--- src/rtl/id_ex_alu_issue.sv ---
// RV32I decode-to-execute issue stage: decodes the D-stage instruction into an ALU opcode
// and operands, and registers them in the ID/EX pipeline register that feeds the ALU.
module id_ex_alu_issue #(
  parameter int         XLEN      = 32,
  parameter logic [4:0] BUBBLE_OP = 5'b00000
) (
  input  logic            clk,
  input  logic            rst,
  input  logic [31:0]     instrD,
  input  logic [XLEN-1:0] PCD,
  input  logic            validD,
  input  logic [XLEN-1:0] rs1_dataD,
  input  logic [XLEN-1:0] rs2_dataD,
  input  logic            StallE,
  input  logic            FlushE,
  output logic [4:0]      alu_opE,
  output logic [XLEN-1:0] SrcAE,
  output logic [XLEN-1:0] SrcBE,
  output logic [4:0]      rdE,
  output logic            validE,
  output logic            illegalE
);

  localparam logic [4:0] ALU_ADD   = 5'd0;
  localparam logic [4:0] ALU_SUB   = 5'd1;
  localparam logic [4:0] ALU_SLL   = 5'd2;
  localparam logic [4:0] ALU_SLT   = 5'd3;
  localparam logic [4:0] ALU_SLTU  = 5'd4;
  localparam logic [4:0] ALU_XOR   = 5'd5;
  localparam logic [4:0] ALU_SRL   = 5'd6;
  localparam logic [4:0] ALU_SRA   = 5'd7;
  localparam logic [4:0] ALU_OR    = 5'd8;
  localparam logic [4:0] ALU_AND   = 5'd9;
  localparam logic [4:0] ALU_PASSB = 5'd10;

  localparam logic [6:0] OP_R      = 7'b0110011;
  localparam logic [6:0] OP_I      = 7'b0010011;
  localparam logic [6:0] OP_LUI    = 7'b0110111;
  localparam logic [6:0] OP_AUIPC  = 7'b0010111;
  localparam logic [6:0] OP_LOAD   = 7'b0000011;
  localparam logic [6:0] OP_STORE  = 7'b0100011;
  localparam logic [6:0] OP_JAL    = 7'b1101111;
  localparam logic [6:0] OP_JALR   = 7'b1100111;
  localparam logic [6:0] OP_BRANCH = 7'b1100011;

  logic [6:0]      opcode;
  logic [2:0]      funct3;
  logic [6:0]      funct7;
  logic [31:0]     imm_i;
  logic [31:0]     imm_s;
  logic [31:0]     imm_u;
  logic [31:0]     shamt;

  logic [4:0]      dec_op;
  logic [XLEN-1:0] dec_a;
  logic [XLEN-1:0] dec_b;
  logic [4:0]      dec_rd;
  logic            dec_ill;

  assign opcode = instrD[6:0];
  assign funct3 = instrD[14:12];
  assign funct7 = instrD[31:25];
  assign imm_i  = {{20{instrD[31]}}, instrD[31:20]};
  assign imm_s  = {{20{instrD[31]}}, instrD[31:25], instrD[11:7]};
  assign imm_u  = {instrD[31:12], 12'b0};
  assign shamt  = {27'b0, instrD[24:20]};

  // funct3 to ALU opcode; alt selects SUB/SRA where the encoding allows it
  function automatic logic [4:0] f3_op(input logic [2:0] f3, input logic alt);
    case (f3)
      3'b000:  f3_op = alt ? ALU_SUB : ALU_ADD;
      3'b001:  f3_op = ALU_SLL;
      3'b010:  f3_op = ALU_SLT;
      3'b011:  f3_op = ALU_SLTU;
      3'b100:  f3_op = ALU_XOR;
      3'b101:  f3_op = alt ? ALU_SRA : ALU_SRL;
      3'b110:  f3_op = ALU_OR;
      default: f3_op = ALU_AND;
    endcase
  endfunction

  always_comb begin
    dec_op  = ALU_ADD;
    dec_a   = '0;
    dec_b   = '0;
    dec_rd  = instrD[11:7];
    dec_ill = 1'b0;
    case (opcode)
      OP_R: begin
        dec_op = f3_op(funct3, instrD[30]);
        dec_a  = rs1_dataD;
        dec_b  = rs2_dataD;
        if (!((funct7 == 7'b0000000) ||
              ((funct7 == 7'b0100000) && ((funct3 == 3'b000) || (funct3 == 3'b101)))))
          dec_ill = 1'b1;
      end
      OP_I: begin
        dec_op = f3_op(funct3, (funct3 == 3'b101) && instrD[30]);
        dec_a  = rs1_dataD;
        dec_b  = ((funct3 == 3'b001) || (funct3 == 3'b101)) ? shamt : imm_i;
        if ((funct3 == 3'b001) && (funct7 != 7'b0000000))
          dec_ill = 1'b1;
      end
      OP_LUI: begin
        dec_op = ALU_PASSB;
        dec_b  = imm_u;
      end
      OP_AUIPC: begin
        dec_a = PCD;
        dec_b = imm_u;
      end
      OP_LOAD: begin
        dec_a = rs1_dataD;
        dec_b = imm_i;
      end
      OP_STORE: begin
        dec_a  = rs1_dataD;
        dec_b  = imm_s;
        dec_rd = 5'd0;
      end
      OP_JAL, OP_JALR: begin
        dec_a = PCD;
        dec_b = 32'd4;
      end
      OP_BRANCH: begin
        dec_op = ALU_SUB;
        dec_a  = rs1_dataD;
        dec_b  = rs2_dataD;
        dec_rd = 5'd0;
      end
      default: dec_ill = 1'b1;
    endcase
    // Undecodable instructions still occupy the slot but present a harmless ADD 0+0
    if (dec_ill) begin
      dec_op = ALU_ADD;
      dec_a  = '0;
      dec_b  = '0;
      dec_rd = 5'd0;
    end
  end

  // ID/EX register: flush beats stall; an invalid D slot becomes a bubble
  always_ff @(posedge clk or negedge rst) begin
    if (!rst) begin
      alu_opE  <= BUBBLE_OP;
      SrcAE    <= '0;
      SrcBE    <= '0;
      rdE      <= 5'd0;
      validE   <= 1'b0;
      illegalE <= 1'b0;
    end else if (FlushE || (!StallE && !validD)) begin
      alu_opE  <= BUBBLE_OP;
      SrcAE    <= '0;
      SrcBE    <= '0;
      rdE      <= 5'd0;
      validE   <= 1'b0;
      illegalE <= 1'b0;
    end else if (!StallE) begin
      alu_opE  <= dec_op;
      SrcAE    <= dec_a;
      SrcBE    <= dec_b;
      rdE      <= dec_rd;
      validE   <= 1'b1;
      illegalE <= dec_ill;
    end
  end

endmodule

--- config.mk ---
export PLATFORM = sky130hd
export DESIGN_NAME = id_ex_alu_issue
export DESIGN_NICKNAME = d
export VERILOG_FILES = /design/src/rtl/id_ex_alu_issue.sv
export SDC_FILE = /design/constraint.sdc
export NUM_CORES = 1
export LEC_CHECK = 0
export ABC_CLOCK_PERIOD_IN_PS = 2000
export CAP_MARGIN = 20
export CORE_ASPECT_RATIO = 1.1
export CORE_MARGIN = 3
export CORE_UTILIZATION = 45
export CTS_BUF_LIST = sky130_fd_sc_hd__clkbuf_4 sky130_fd_sc_hd__clkbuf_8
export DETAILED_ROUTE_END_ITERATION = 10
export DONT_BUFFER_PORTS = 1
export HOLD_SLACK_MARGIN = 0.02
export PLACE_DENSITY = 0.68
export SLEW_MARGIN = 0
export SYNTH_ARGS = -nofsm -noshare
export SYNTH_HDL_FRONTEND = slang
export SYNTH_SLANG_ARGS = --single-unit
--- constraint.sdc ---
create_clock -name clk -period 2 [get_ports clk]
set_clock_uncertainty 0.1 [all_clocks]
set_input_delay 0.2 -clock clk [delete_from_list [all_inputs] [get_ports clk]]
set_output_delay 0.2 -clock clk [all_outputs]
set_load 0.01 [all_outputs]
==> flow_metrics.tcl, run 1 <==
set metrics [dict create \
    status "aborted with a tool error" \
    stop_stage "clock tree synthesis (4_1_cts)" \
    firstError "[ERROR RSZ-0060] Max buffer count reached." \
    postPlaceCellArea_sq_mm 0.00406 \
    yosys_warnings 0 \
    synth_top_area_share_pct 47.3 \
    ctsResizeCount 0 \
    place_congestion 0.781 \
    rows 35 \
    synth_area_sq_mm 0.00397 \
    post-cts-setup-buffers 0 \
    portBuffers 0 \
    synthDistinctLibCells 42 \
    synth_most_common_cell "dfrtp_1" \
    numCtsBuffers 9 \
    dp_slack_ns -0.0142 \
    synth_area_leaders "dfrtp_1 47%, o21ai_2 11%, nand2_1 6.8%, a22oi_1 6.1%, a32o_1 4.5%" \
    ios 209 \
    synthFlopType "dfrtp_1" \
    syn_avg_cell_area_sq_um 10.4 \
    synth_cells 380 \
    synth_edf_count 0 \
    clk_path_buf_depth 2 \
    ys_seq_area_share_pct 47.3 \
    ys_seq_elements 75 \
    syn_nets 513 \
    netlist_top_cells_count "75 x dfrtp_1, 72 x nand2_1, 50 x o21ai_2, 32 x a22oi_1, 20 x clkbuf_1" \
    start_util_pct 46.7 \
    die_h_um 104 \
    hold_buffers 101 \
    clock_sinks 75 \
    cts_root_buf "clkbuf_8" \
    die_w_um 95.5 \
    async_reset_ff_share_pct 100 \
    synth.largest_area_cell "dfrtp_1" \
    ctsHtreeMaxLevel 3 \
    dpl.hpwl_um 8490 \
]
-- per-stage QoR --
stage,setup TNS [ns],cells
3_5_place_dp,-0.0142,471
3_3_place_gp,0,471
2_1_floorplan,0,380
-- logic make-up after synthesis --
logic type      count (synthesis)  synth area share [%]
compound gates                161                  33.6
other cells                     1                0.0946
buf+inv                        39                  6.37
mux                             5                  1.26
flops                          75                  47.3
xor+xnor                        1                 0.221
simple gates                   98                  11.1
==> inputs of run 2 (changes only) <==
Settings changed: CORE_ASPECT_RATIO 1.1 to default, CORE_UTILIZATION 45 to 30, CTS_BUF_LIST sky130_fd_sc_hd__clkbuf_4 sky130_fd_sc_hd__clkbuf_8 to default, HOLD_SLACK_MARGIN 0.02 to default, PLACE_DENSITY 0.68 to default, PLACE_DENSITY_LB_ADDON from default to 0.15.
==> run 2 against run 1 <==
Effect of this change: the flow now finishes, with violations (hold timing); synthesized cell count is the same; area after synthesis stayed put.
==> flow_metrics.tcl, run 2 <==
set metrics [dict create \
    grt_pass1_wl_um 21000 \
    place_congestion 0.708 \
    cp_slowest_cell "dlygate4sd3_1" \
    ff2ff_path_depth 1 \
    cpLargestDelayFamily "buffers and inverters" \
    num_vias 3551 \
    failed_checks "hold timing" \
    rr_endpoint "SrcBE[4]" \
    rrSetupSlack_ns 1.09 \
    max_freq_ghz 0.547 \
    start_util_pct 31.0 \
    ios 209 \
    synth_cells 380 \
    numCtsBuffers 9 \
    syn_avg_cell_area_sq_um 10.4 \
    overflow 0 \
    dpl.hpwl_um 9190 \
    diodes 0 \
    final-hold-violation-count 75 \
    reg_top3 "SrcAE (32), SrcBE (32), rdE (5)" \
    layout.nets 611 \
    synth_top_area_share_pct 47.3 \
    synth_most_common_cell "dfrtp_1" \
    coreArea_sq_mm 0.0128 \
    synth_xor_area_share_pct 0.221 \
    crit_cells 6 \
    yosys_warnings 0 \
    finalMaxSlewViolations 0 \
    synth_edf_count 0 \
    final_cell_mix "108 x dlygate4sd3_1, 75 x dfrtp_1, 72 x nand2_1, 50 x o21ai_2, 32 x a22oi_1" \
    final_common_cell "dlygate4sd3_1" \
    antenna_found_initial 0 \
    synth_area_sq_mm 0.00397 \
    rsz0062_at_grt "no" \
    via_per_inst 5.42 \
    drtIter0Drc 188 \
    antenna_left 0 \
    synth_simple_gate_area_share_pct 11.1 \
    end_kind "register" \
    fin_setup_tns_ns 0 \
    synth_fa_ha_area_share_pct 0 \
    hold_buffers 108 \
    ys_seq_elements 75 \
    critPathKind "primary input to register" \
    final_cells 655 \
    ys_seq_area_share_pct 47.3 \
    leakagePower_nw 2.13 \
    die_h_um 121 \
    timing.rr.start "SrcBE[4]" \
    routedWlPerCell_um 21.1 \
    hold_path_class "primary input to asynchronous set/reset pin" \
    worst-path-buf-inv 2 \
    required_ns 2.16 \
    maxCapViolations 0 \
    setup_viol 0 \
    n_fill_cell 1207 \
    cts_root_buf "clkbuf_16" \
    clk_path_buf_depth 2 \
    synth_top_family_by_area "compound AO/OA/AOI/OAI gates" \
    cp-start-kind "primary input" \
    clk_transition_reported_paths_ns 0.06 \
    netlist_top_cells_count "75 x dfrtp_1, 72 x nand2_1, 50 x o21ai_2, 32 x a22oi_1, 20 x clkbuf_1" \
    clkLatencyLatePin_ns 0.33 \
    syn_nets 513 \
    synth_compound_gate_area_share_pct 33.6 \
    area_growth_pct 40.3 \
    tightestPinTransition_ns 0.601 \
    grt_max_degree 76 \
    rows 41 \
    p_per_area_mw_per_mm2 650 \
    synth.largest_area_cell "dfrtp_1" \
    dp_cells 529 \
    slew_headroom_pct 59.8 \
    synthFlopType "dfrtp_1" \
    synthDistinctLibCells 42 \
    drc_errors 0 \
    grt_pass1_vias 3773 \
    period_share_pct 91.4 \
    status "finished with violations" \
    die_w_um 121 \
    async_reset_ff_share_pct 100 \
    clock_sinks 75 \
    crit_arrival_ns 1.99 \
    critPathMaxFanout 32 \
    dieArea_sq_mm 0.0146 \
    ctsHtreeMaxLevel 3 \
    critPathLaunch "instrD[3]" \
    drive_gt1_share_pct 18.2 \
    ir_worst_vdd_mv 0.334 \
    slowest_delay_ns 0.59 \
    wl_um 13800 \
    hold_ws_ns -0.540 \
    portBuffers 0 \
    cp-endpoint "SrcAE[3]" \
    synth_area_leaders "dfrtp_1 47%, o21ai_2 11%, nand2_1 6.8%, a22oi_1 6.1%, a32o_1 4.5%" \
    synthMuxAreaShare_pct 1.26 \
    drtPass1Iterations 4 \
    grt_use_total_pct 18.7 \
    cts_tree "yes" \
    period_needed_ns 1.83 \
    path_cells "nor4bb_4, o21a_1, buf_4, a22oi_1, dlygate4sd3_1, o21ai_2" \
]
==> run 2: timing repair <==
item | CTS | global route
endpoints found under the setup margin | 0 | 10
resized for setup | 0 | 2
buffers inserted | 0 | 2
endpoints found under the hold margin | 132 | 75
==> run 2: worst min path at each step <==
| stage | startpoint | end | slack, ns | depth (start not counted) |
|---|---|---|---|---|
| after global routing | rst | SrcAE[29] | -0.56 | 0 |
| after detailed placement | rst | SrcAE[24] | -0.19 | 0 |
| final | rst | SrcAE[29] | -0.54 | 0 |
| after floorplan | rst | SrcAE[0] | -0.20 | 0 |
| after global placement | rst | SrcAE[24] | -0.19 | 0 |
| after CTS | rst | SrcAE[29] | -0.56 | 0 |
==> run 2: cells by family after synthesis <==
| kind of cell | after synthesis |
|---|---|
| AO/OA/AOI/OAI | 161 |
| AND/OR/NAND/NOR | 98 |
| flip-flops | 75 |
| buffers and inverters | 39 |
| multiplexers | 5 |
| XOR/XNOR | 1 |
| other | 1 |
==> run 2: power breakdown <==
group / internal [mW] / switching [mW]
combinational: 0.167 / 0.125
clock: 1.16 / 0.637
sequential: 1.52 / 0.00479
total: 2.85 / 0.767
==> run 2: through the flow <==
step | area [sq um] | util [%] | setup WS [ns] | power, mW
after floorplan | 3970 | - | 0.0610 | 1.69
after global placement | 4130 | 32.3 | -0.000735 | 1.72
after detailed placement | 4130 | 32.3 | -0.0344 | 1.72
after CTS | 5540 | 43.4 | 0.0983 | 3.66
after global routing | 5560 | 43.5 | 0.0516 | 3.76
final | 5560 | 43.5 | 0.173 | 3.61
==> run 2: metal layers <==
metal	part of all wire, %	global-route usage, %	up-vias
met5	0	0	-
met2	49	31.9	173
met4	1.7	6.59	0
li1	-	-	1645
met1	38	21.4	1719
met3	11	7.27	14
==> run 2: cell type report <==
type,count,area (sq um),area share (%)
Clock buffer,12,256,4.61
Multi-Input combinational cell,266,1870,33.6
Sequential cell,75,1880,33.7
Timing Repair Buffer,123,1260,22.7
Tap cell,172,215,3.87
Inverter,3,11.3,0.202
Clock inverter,4,72.6,1.30
Note: power is estimated with default switching activity, not from simulation.
==> inputs of run 3 (changes only) <==
Settings changed: ABC_CLOCK_PERIOD_IN_PS 2000 to 1550, CORE_MARGIN 3 to default, SLEW_MARGIN 0 to default.
Clock period 2 ns to 1.55 ns, I/O delays scaled along.
==> run 3 against run 2 <==
Effect of this change: the flow now stops in clock tree synthesis (4_1_cts); synthesized cell count stayed put; area after synthesis did not move.
==> flow_metrics.tcl, run 3 <==
set metrics [dict create \
    status "aborted with a tool error" \
    stop_stage "clock tree synthesis (4_1_cts)" \
    firstError "[ERROR RSZ-0060] Max buffer count reached." \
    synth_cells 380 \
    rows 41 \
    netlist_top_cells_count "75 x dfrtp_1, 72 x nand2_1, 50 x o21ai_2, 32 x a22oi_1, 20 x clkbuf_1" \
    ios 209 \
    synth_edf_count 0 \
    synth_most_common_cell "dfrtp_1" \
    start_util_pct 31.0 \
    async_reset_ff_share_pct 100 \
    synth_area_sq_mm 0.00397 \
    portBuffers 0 \
    clk_path_buf_depth 2 \
    die_h_um 117 \
    dp_cells 541 \
    ys_seq_area_share_pct 47.3 \
    synthDistinctLibCells 42 \
    ctsHtreeMaxLevel 3 \
    yosys_warnings 0 \
    cts_root_buf "clkbuf_16" \
    ctsResizeCount 0 \
    syn_avg_cell_area_sq_um 10.4 \
    place_congestion 0.746 \
    synth_area_leaders "dfrtp_1 47%, o21ai_2 11%, nand2_1 6.8%, a22oi_1 6.1%, a32o_1 4.5%" \
    dpl.hpwl_um 8850 \
    synth_top_area_share_pct 47.3 \
    syn_nets 513 \
    numCtsBuffers 9 \
    ys_seq_elements 75 \
    die_w_um 117 \
    clock_sinks 75 \
    synthFlopType "dfrtp_1" \
    post-cts-setup-buffers 0 \
    hold_buffers 112 \
    synth.largest_area_cell "dfrtp_1" \
]
==> run 3: kinds of logic after synthesis <==
family | Yosys count | synth area share, %
xor gates and xnor gates | 1 | 0.221
and+or+nand+nor | 98 | 11.1
buffers and inverters | 39 | 6.37
muxes | 5 | 1.26
DFF | 75 | 47.3
other | 1 | 0.0946
AOI/OAI and AO/OA | 161 | 33.6
==> run 3: per-stage QoR <==
stage	cell area, sq um	setup WS (ns)	utilization, %
after global placement	4220	-0.379	33.0
after detailed placement	4220	-0.412	33.0
after floorplan	3970	-0.343	-
